File: config.mk
export PLATFORM = sky130hd
export DESIGN_NAME = teller_dispatcher_flat
export DESIGN_NICKNAME = d
export VERILOG_FILES = /design/src/rtl/teller_if.sv /design/src/rtl/teller_dispatcher.sv /design/src/flat_wrapper.sv
export SDC_FILE = /design/constraint.sdc
export NUM_CORES = 1
export LEC_CHECK = 0
export ABC_AREA = 1
export BUFFER_PORTS_ARGS = -buffer_cell sky130_fd_sc_hd__buf_2
export CAP_MARGIN = 20
export CORE_MARGIN = 4
export CORE_UTILIZATION = 35
export CTS_BUF_LIST = sky130_fd_sc_hd__clkbuf_8
export DETAILED_ROUTE_END_ITERATION = 8
export SYNTH_ARGS = -nofsm -noshare
export SYNTH_HDL_FRONTEND = slang
export SYNTH_SLANG_ARGS = --single-unit
File: constraint.sdc
create_clock -name clk -period 4.14 [get_ports clk]
set_input_delay 0.207 -clock clk [delete_from_list [all_inputs] [get_ports clk]]
set_output_delay 0.207 -clock clk [all_outputs]
set_load 0.03 [all_outputs]
File: src/rtl/teller_if.sv
// Customer handshake and teller status bundle between the queue/display side and
// teller_dispatcher. The master drives customers and shift presence; the slave reports status.
interface teller_if #(
  parameter int SVC_W = 4,
  parameter int CNT_W = 8
);
  logic [2:0]       teller_present;
  logic             cust_valid;
  logic [SVC_W-1:0] cust_svc_len;
  logic             cust_ready;
  logic             dispatch_valid;
  logic [1:0]       dispatch_id;
  logic [2:0]       done_mask;
  logic [2:0]       teller_busy;
  logic [2:0]       num_tellers;
  logic [CNT_W-1:0] total_served;

  modport master (
    output teller_present, cust_valid, cust_svc_len,
    input  cust_ready, dispatch_valid, dispatch_id, done_mask,
           teller_busy, num_tellers, total_served
  );

  modport slave (
    input  teller_present, cust_valid, cust_svc_len,
    output cust_ready, dispatch_valid, dispatch_id, done_mask,
           teller_busy, num_tellers, total_served
  );
endinterface

File: src/rtl/teller_dispatcher.sv
// Three-teller service tracker: assigns queue-head customers to idle tellers, times service,
// and reports open/busy/done status. Define TELLER_RR_EN for round-robin grant instead of fixed priority.
//
// state   | meaning
// ST_OFF  | teller not on shift, cannot accept customers
// ST_IDLE | teller open and free, may be granted a customer
// ST_BUSY | serving a customer, timer counts down to 1
module teller_dispatcher #(
  parameter int SVC_W = 4,
  parameter int CNT_W = 8
) (
  input  logic    clk,
  input  logic    rst_n,
  teller_if.slave bus
);

  typedef enum logic [1:0] {
    ST_OFF  = 2'd0,
    ST_IDLE = 2'd1,
    ST_BUSY = 2'd2
  } st_e;

  st_e              state_q [3];
  st_e              state_d [3];
  logic [SVC_W-1:0] timer_q [3];
  logic [SVC_W-1:0] timer_d [3];

  logic [2:0]       idle;
  logic [2:0]       busy;
  logic [2:0]       open;
  logic [2:0]       done_d;
  logic [2:0]       done_q;
  logic             xfer;
  logic             grant_found;
  logic [1:0]       grant_idx;
  logic [1:0]       grant_start;
  logic [2:0]       cand;
  logic [SVC_W-1:0] svc_eff;
  logic             dv_q;
  logic [1:0]       id_q;
  logic [CNT_W-1:0] total_q;
  logic [1:0]       done_cnt;

`ifdef TELLER_RR_EN
  logic [1:0] rr_ptr_q;

  // Pointer starts at 2 so the first search begins at teller 0.
  assign grant_start = (rr_ptr_q == 2'd2) ? 2'd0 : rr_ptr_q + 2'd1;

  always_ff @(posedge clk or negedge rst_n) begin
    if (!rst_n) begin
      rr_ptr_q <= 2'd2;
    end else if (xfer) begin
      rr_ptr_q <= grant_idx;
    end
  end
`else
  assign grant_start = 2'd0;
`endif

  // State register
  always_ff @(posedge clk or negedge rst_n) begin
    if (!rst_n) begin
      for (int i = 0; i < 3; i++) begin
        state_q[i] <= ST_OFF;
        timer_q[i] <= '0;
      end
    end else begin
      for (int i = 0; i < 3; i++) begin
        state_q[i] <= state_d[i];
        timer_q[i] <= timer_d[i];
      end
    end
  end

  // Output decode from registered state only, so cust_ready never depends on cust_valid.
  always_comb begin
    idle   = '0;
    busy   = '0;
    open   = '0;
    done_d = '0;
    for (int i = 0; i < 3; i++) begin
      idle[i]   = (state_q[i] == ST_IDLE);
      busy[i]   = (state_q[i] == ST_BUSY);
      open[i]   = (state_q[i] != ST_OFF);
      done_d[i] = (state_q[i] == ST_BUSY) && (timer_q[i] == SVC_W'(1));
    end
  end

  always_comb begin
    grant_found = 1'b0;
    grant_idx   = 2'd0;
    cand        = 3'd0;
    for (int k = 0; k < 3; k++) begin
      cand = {1'b0, grant_start} + 3'(k);
      if (cand >= 3'd3) cand = cand - 3'd3;
      if (!grant_found && idle[cand[1:0]]) begin
        grant_found = 1'b1;
        grant_idx   = cand[1:0];
      end
    end
  end

  assign xfer    = bus.cust_valid & (|idle);
  assign svc_eff = (bus.cust_svc_len == '0) ? SVC_W'(1) : bus.cust_svc_len;

  // Next-state: a granted teller goes BUSY even if its presence drops in the same cycle.
  always_comb begin
    for (int i = 0; i < 3; i++) begin
      state_d[i] = state_q[i];
      timer_d[i] = timer_q[i];
      case (state_q[i])
        ST_OFF: begin
          if (bus.teller_present[i]) state_d[i] = ST_IDLE;
        end
        ST_IDLE: begin
          if (xfer && (grant_idx == 2'(i))) begin
            state_d[i] = ST_BUSY;
            timer_d[i] = svc_eff;
          end else if (!bus.teller_present[i]) begin
            state_d[i] = ST_OFF;
          end
        end
        ST_BUSY: begin
          if (timer_q[i] == SVC_W'(1)) begin
            state_d[i] = bus.teller_present[i] ? ST_IDLE : ST_OFF;
            timer_d[i] = '0;
          end else begin
            timer_d[i] = timer_q[i] - SVC_W'(1);
          end
        end
        default: begin
          state_d[i] = ST_OFF;
          timer_d[i] = '0;
        end
      endcase
    end
  end

  assign done_cnt = 2'(done_q[0]) + 2'(done_q[1]) + 2'(done_q[2]);

  always_ff @(posedge clk or negedge rst_n) begin
    if (!rst_n) begin
      dv_q    <= 1'b0;
      id_q    <= 2'd0;
      done_q  <= '0;
      total_q <= '0;
    end else begin
      dv_q <= xfer;
      if (xfer) id_q <= grant_idx;
      done_q  <= done_d;
      total_q <= total_q + CNT_W'(done_cnt);
    end
  end

  assign bus.cust_ready     = |idle;
  assign bus.dispatch_valid = dv_q;
  assign bus.dispatch_id    = id_q;
  assign bus.done_mask      = done_q;
  assign bus.teller_busy    = busy;
  assign bus.num_tellers    = open;
  assign bus.total_served   = total_q;

endmodule

File: src/flat_wrapper.sv
// flat-port wrapper written by rule: the top's interface ports become plain ports
module teller_dispatcher_flat 
#(
  parameter int SVC_W = 4,
  parameter int CNT_W = 8
)
  (clk, rst_n, bus_teller_present, bus_cust_valid, bus_cust_svc_len, bus_cust_ready, bus_dispatch_valid, bus_dispatch_id, bus_done_mask, bus_teller_busy, bus_num_tellers, bus_total_served);
  teller_if #(.SVC_W(SVC_W), .CNT_W(CNT_W)) bus_i ();
  input  logic clk;
  input  logic rst_n;
  input wire logic [$bits(bus_i.teller_present)-1:0] bus_teller_present;
  input wire logic [$bits(bus_i.cust_valid)-1:0] bus_cust_valid;
  input wire logic [$bits(bus_i.cust_svc_len)-1:0] bus_cust_svc_len;
  output wire logic [$bits(bus_i.cust_ready)-1:0] bus_cust_ready;
  output wire logic [$bits(bus_i.dispatch_valid)-1:0] bus_dispatch_valid;
  output wire logic [$bits(bus_i.dispatch_id)-1:0] bus_dispatch_id;
  output wire logic [$bits(bus_i.done_mask)-1:0] bus_done_mask;
  output wire logic [$bits(bus_i.teller_busy)-1:0] bus_teller_busy;
  output wire logic [$bits(bus_i.num_tellers)-1:0] bus_num_tellers;
  output wire logic [$bits(bus_i.total_served)-1:0] bus_total_served;
  assign bus_i.teller_present = bus_teller_present;
  assign bus_i.cust_valid = bus_cust_valid;
  assign bus_i.cust_svc_len = bus_cust_svc_len;
  assign bus_cust_ready = bus_i.cust_ready;
  assign bus_dispatch_valid = bus_i.dispatch_valid;
  assign bus_dispatch_id = bus_i.dispatch_id;
  assign bus_done_mask = bus_i.done_mask;
  assign bus_teller_busy = bus_i.teller_busy;
  assign bus_num_tellers = bus_i.num_tellers;
  assign bus_total_served = bus_i.total_served;
  teller_dispatcher #(.SVC_W(SVC_W), .CNT_W(CNT_W)) u_core (.clk(clk), .rst_n(rst_n), .bus(bus_i));
endmodule
==> flow_summary.ini <==
[placed_design]
placedCellCount = 352
port_buffers = 30
gp_congestion = 0.8530
detailed_place_hpwl_mm = 3.133

[timing]
tns_ns = 0
rsz0062_at_grt = no
skew_ns = 0.004629
setup_viol = 0
period_share_pct = 47.19
finalCriticalPeriod_ns = 1.954
slew_violations = 0
worst_pin_slew_ns = 0.7009
holdWs_ns = 0.2597
max_freq_mhz = 511.8
relSlewSlack_pct = 53.27
hold_viol_final = 0

[finish]
instances_no_fill = 361
antenna_cells = 0
nets = 320
n_fill_cell = 576
drive_gt1_share_pct = 17.30
multiInputGateArea_um2 = 1023
register_area_um2 = 800.8
area_delta_synth_final_pct = 16.26

[run_status]
status = completed

[power_and_ir_drop]
power.internal_uw = 791.4
clkPwrFrac_pct = 15.3
switchingPower_uw = 741.0
p_sw_share_pct = 48.36
powerDensity_nw_per_um2 = 663.8
pwr-share-seq_pct = 30.7
peakVddDrop_v = 0.0002895
p_comb_share_pct = 54.0
p_leak_uw = 0.001302

[routing]
vias = 1611
drt-wirelength-per-cell_um = 10.92
drtIter0Drc = 83
viasPerCell = 4.463
dr.pass1.iters = 4
antenna_left = 0
drc_errors = 0
drt-total-wl_mm = 3.941

[floorplanning]
fp-row-count = 27
core_um2 = 5507
fp.dieH_um = 83.32
pin_count = 31
fp.dieW_um = 83.32
initial_core_util_pct = 36.06
fp.dieArea_um2 = 6942

[clocking]
cts_buffers = 5
hold_buffers = 1
clk_latency_ns = 0.29
clockBufferDepth = 2
clk_pin_slew_ns = 0.07
cts_setup_buffers = 0
clkSinkCount = 32
cts_tree = done
cts_resized = 0
cts-root-buf = clkbuf_8
htree_levels = 2

[run]
cap_violations = 0

[worst_setup_path]
rr_startpoint = u_core.bus.total_served[0]$_DFF_PN0_
rr_worst_depth = 6
cp.required_ns = 4.31
cp.arrival_ns = 2.13
start_kind = flip-flop
worstSetupPathType = reg -> reg
endpoint = u_core.bus.total_served[6]$_DFF_PN0_
worst-path-max-fanout = 2
cp-startpoint = u_core.bus.total_served[0]$_DFF_PN0_
regToRegSetupSlack_ns = 2.19
reg2reg_to = u_core.bus.total_served[6]$_DFF_PN0_
end_kind = flip-flop

[logic_synthesis]
seq_area_frac_synth_pct = 40.33
synth-seq-cells = 32
synthTopCellsByArea = dfrtp_1 (40%), nand2_1 (16%), ha_1 (13%)
ys_types = 25
synth.most_common_cell = nand2_1
synthArstFlopShare_pct = 100.0
synth_flop_cell = dfrtp_1
synth_edf_count = 0
synth_fp_nets = 284
synth_largest_area_cell = dfrtp_1
ys_top_cells_by_count = nand2_1 (86), inv_1 (37), dfrtp_1 (32)
synth_top_area_share_pct = 40.33
syn_inst = 252
syn_area_um2 = 1986
avgSynthCellArea_um2 = 7.880
ys_warn_count = 0

[global_routing]
grt_pass1_vias = 1531
grt_usage_pct = 12.13
grt_pass1_wl_mm = 6.920
antenna_found_initial = 0
grt_max_degree = 33
overflow = 0

[hold_path]
min_path_type = in -> reg
[kinds of logic (layout without fill, tap and decap cells)]
logic type               after synthesis  in the layout  synth area share (%)
buffers and inverters                 41             78                 8.128
AO/OA/AOI/OAI                         22             22                 6.490
flip-flops                            32             32                 40.33
adder cells (fa/ha/maj)               22             22                 14.62
AND/OR/NAND/NOR                      126            126                 26.46
XOR/XNOR                               9              9                 3.969
[critical path: stages (launching register included)]
cell and delay [ns]:
dfrtp_1 0.40, fa_1 0.48, ha_1 0.23, fa_1 0.40, nand3_1 0.13, nor2_1 0.06
xor2_1 0.14
[state kept, by name, indices dropped and copies added (netlist names)]
name and count:
u_core.bus.dispatch_id 2, u_core.bus.dispatch_valid 1, u_core.timer_q 12, u_core.bus.done_mask 3
u_core.bus.total_served 8, u_core.state_q 6
[cell usage in the layout, fill, tap and decap left out, drive strengths merged]
| cell | instances |
|---|---|
| nand2 | 86 |
| inv | 39 |
| dfrtp | 32 |
| buf | 30 |
| ha | 20 |
| nor2 | 20 |
| nand3 | 15 |
| o21ai | 12 |
| a21oi | 6 |
| xor2 | 5 |
| clkbuf | 5 |
| xnor2 | 4 |
| clkinv | 3 |
| nand4 | 2 |
| or2 | 2 |
| o22ai | 2 |
| fa | 2 |
| a21boi | 1 |
| nor3 | 1 |
| o31ai | 1 |
| dlygate4sd3 | 1 |
[layer usage]
layer	vias up	wire [um]	share of wire (%)	GRT usage (%)
met5	-	0	0	0
met4	0	44	1.1	3.566
met3	5	225	5.7	4.167
met2	36	1850	47	20.26
met1	723	1819	46	14.74
li1	847	-	-	-
[worst min path at each step]
| stage | start | end | slack [ns] | depth (start not counted) |
|---|---|---|---|---|
| final | bus_cust_svc_len[1] | u_core.timer_q[5]$_DFFE_PN0P_ | 0.26 | 3 |
| after floorplan | rst_n | u_core.bus.dispatch_id[0]$_DFFE_PN0P_ | -0.09 | 0 |
| after CTS | bus_teller_present[1] | u_core.state_q[3]$_DFFE_PN0P_ | 0.26 | 4 |
| after global routing | bus_cust_svc_len[1] | u_core.timer_q[5]$_DFFE_PN0P_ | 0.26 | 3 |
| after detailed placement | rst_n | u_core.bus.total_served[4]$_DFF_PN0_ | 0.30 | 1 |
| after global placement | rst_n | u_core.bus.total_served[7]$_DFF_PN0_ | 0.30 | 1 |
[layout make-up]
cell class	count	area share [%]
clock buffer	5	2.981
clock inverter	3	0.8130
inverter	39	6.341
multi-input combinational	179	44.34
sequential	32	34.69
tap	72	3.902
timing repair buffer	31	6.938
[metrics by stage]
step | setup slack (ns) | total power (uW) | utilization, % | area [um^2]
after floorplan | 2.107 | 1121 | - | 1986
after global routing | 2.084 | 1692 | 41.92 | 2308
final | 2.186 | 1532 | 41.92 | 2308
after global placement | 2.221 | 1300 | 40.15 | 2211
after CTS | 2.177 | 1553 | 41.92 | 2308
after detailed placement | 2.188 | 1310 | 40.15 | 2211
[power groups by stage]
stage                     Clock (uW)  Sequential [uW]  Combinational (uW)
after global routing             262              484                 946
final                            235              470                 827
after detailed placement           0              476                 833
after floorplan                    0              507                 614
after CTS                        245              471                 837
after global placement             0              475                 825
(Power assumes the default switching activity.)
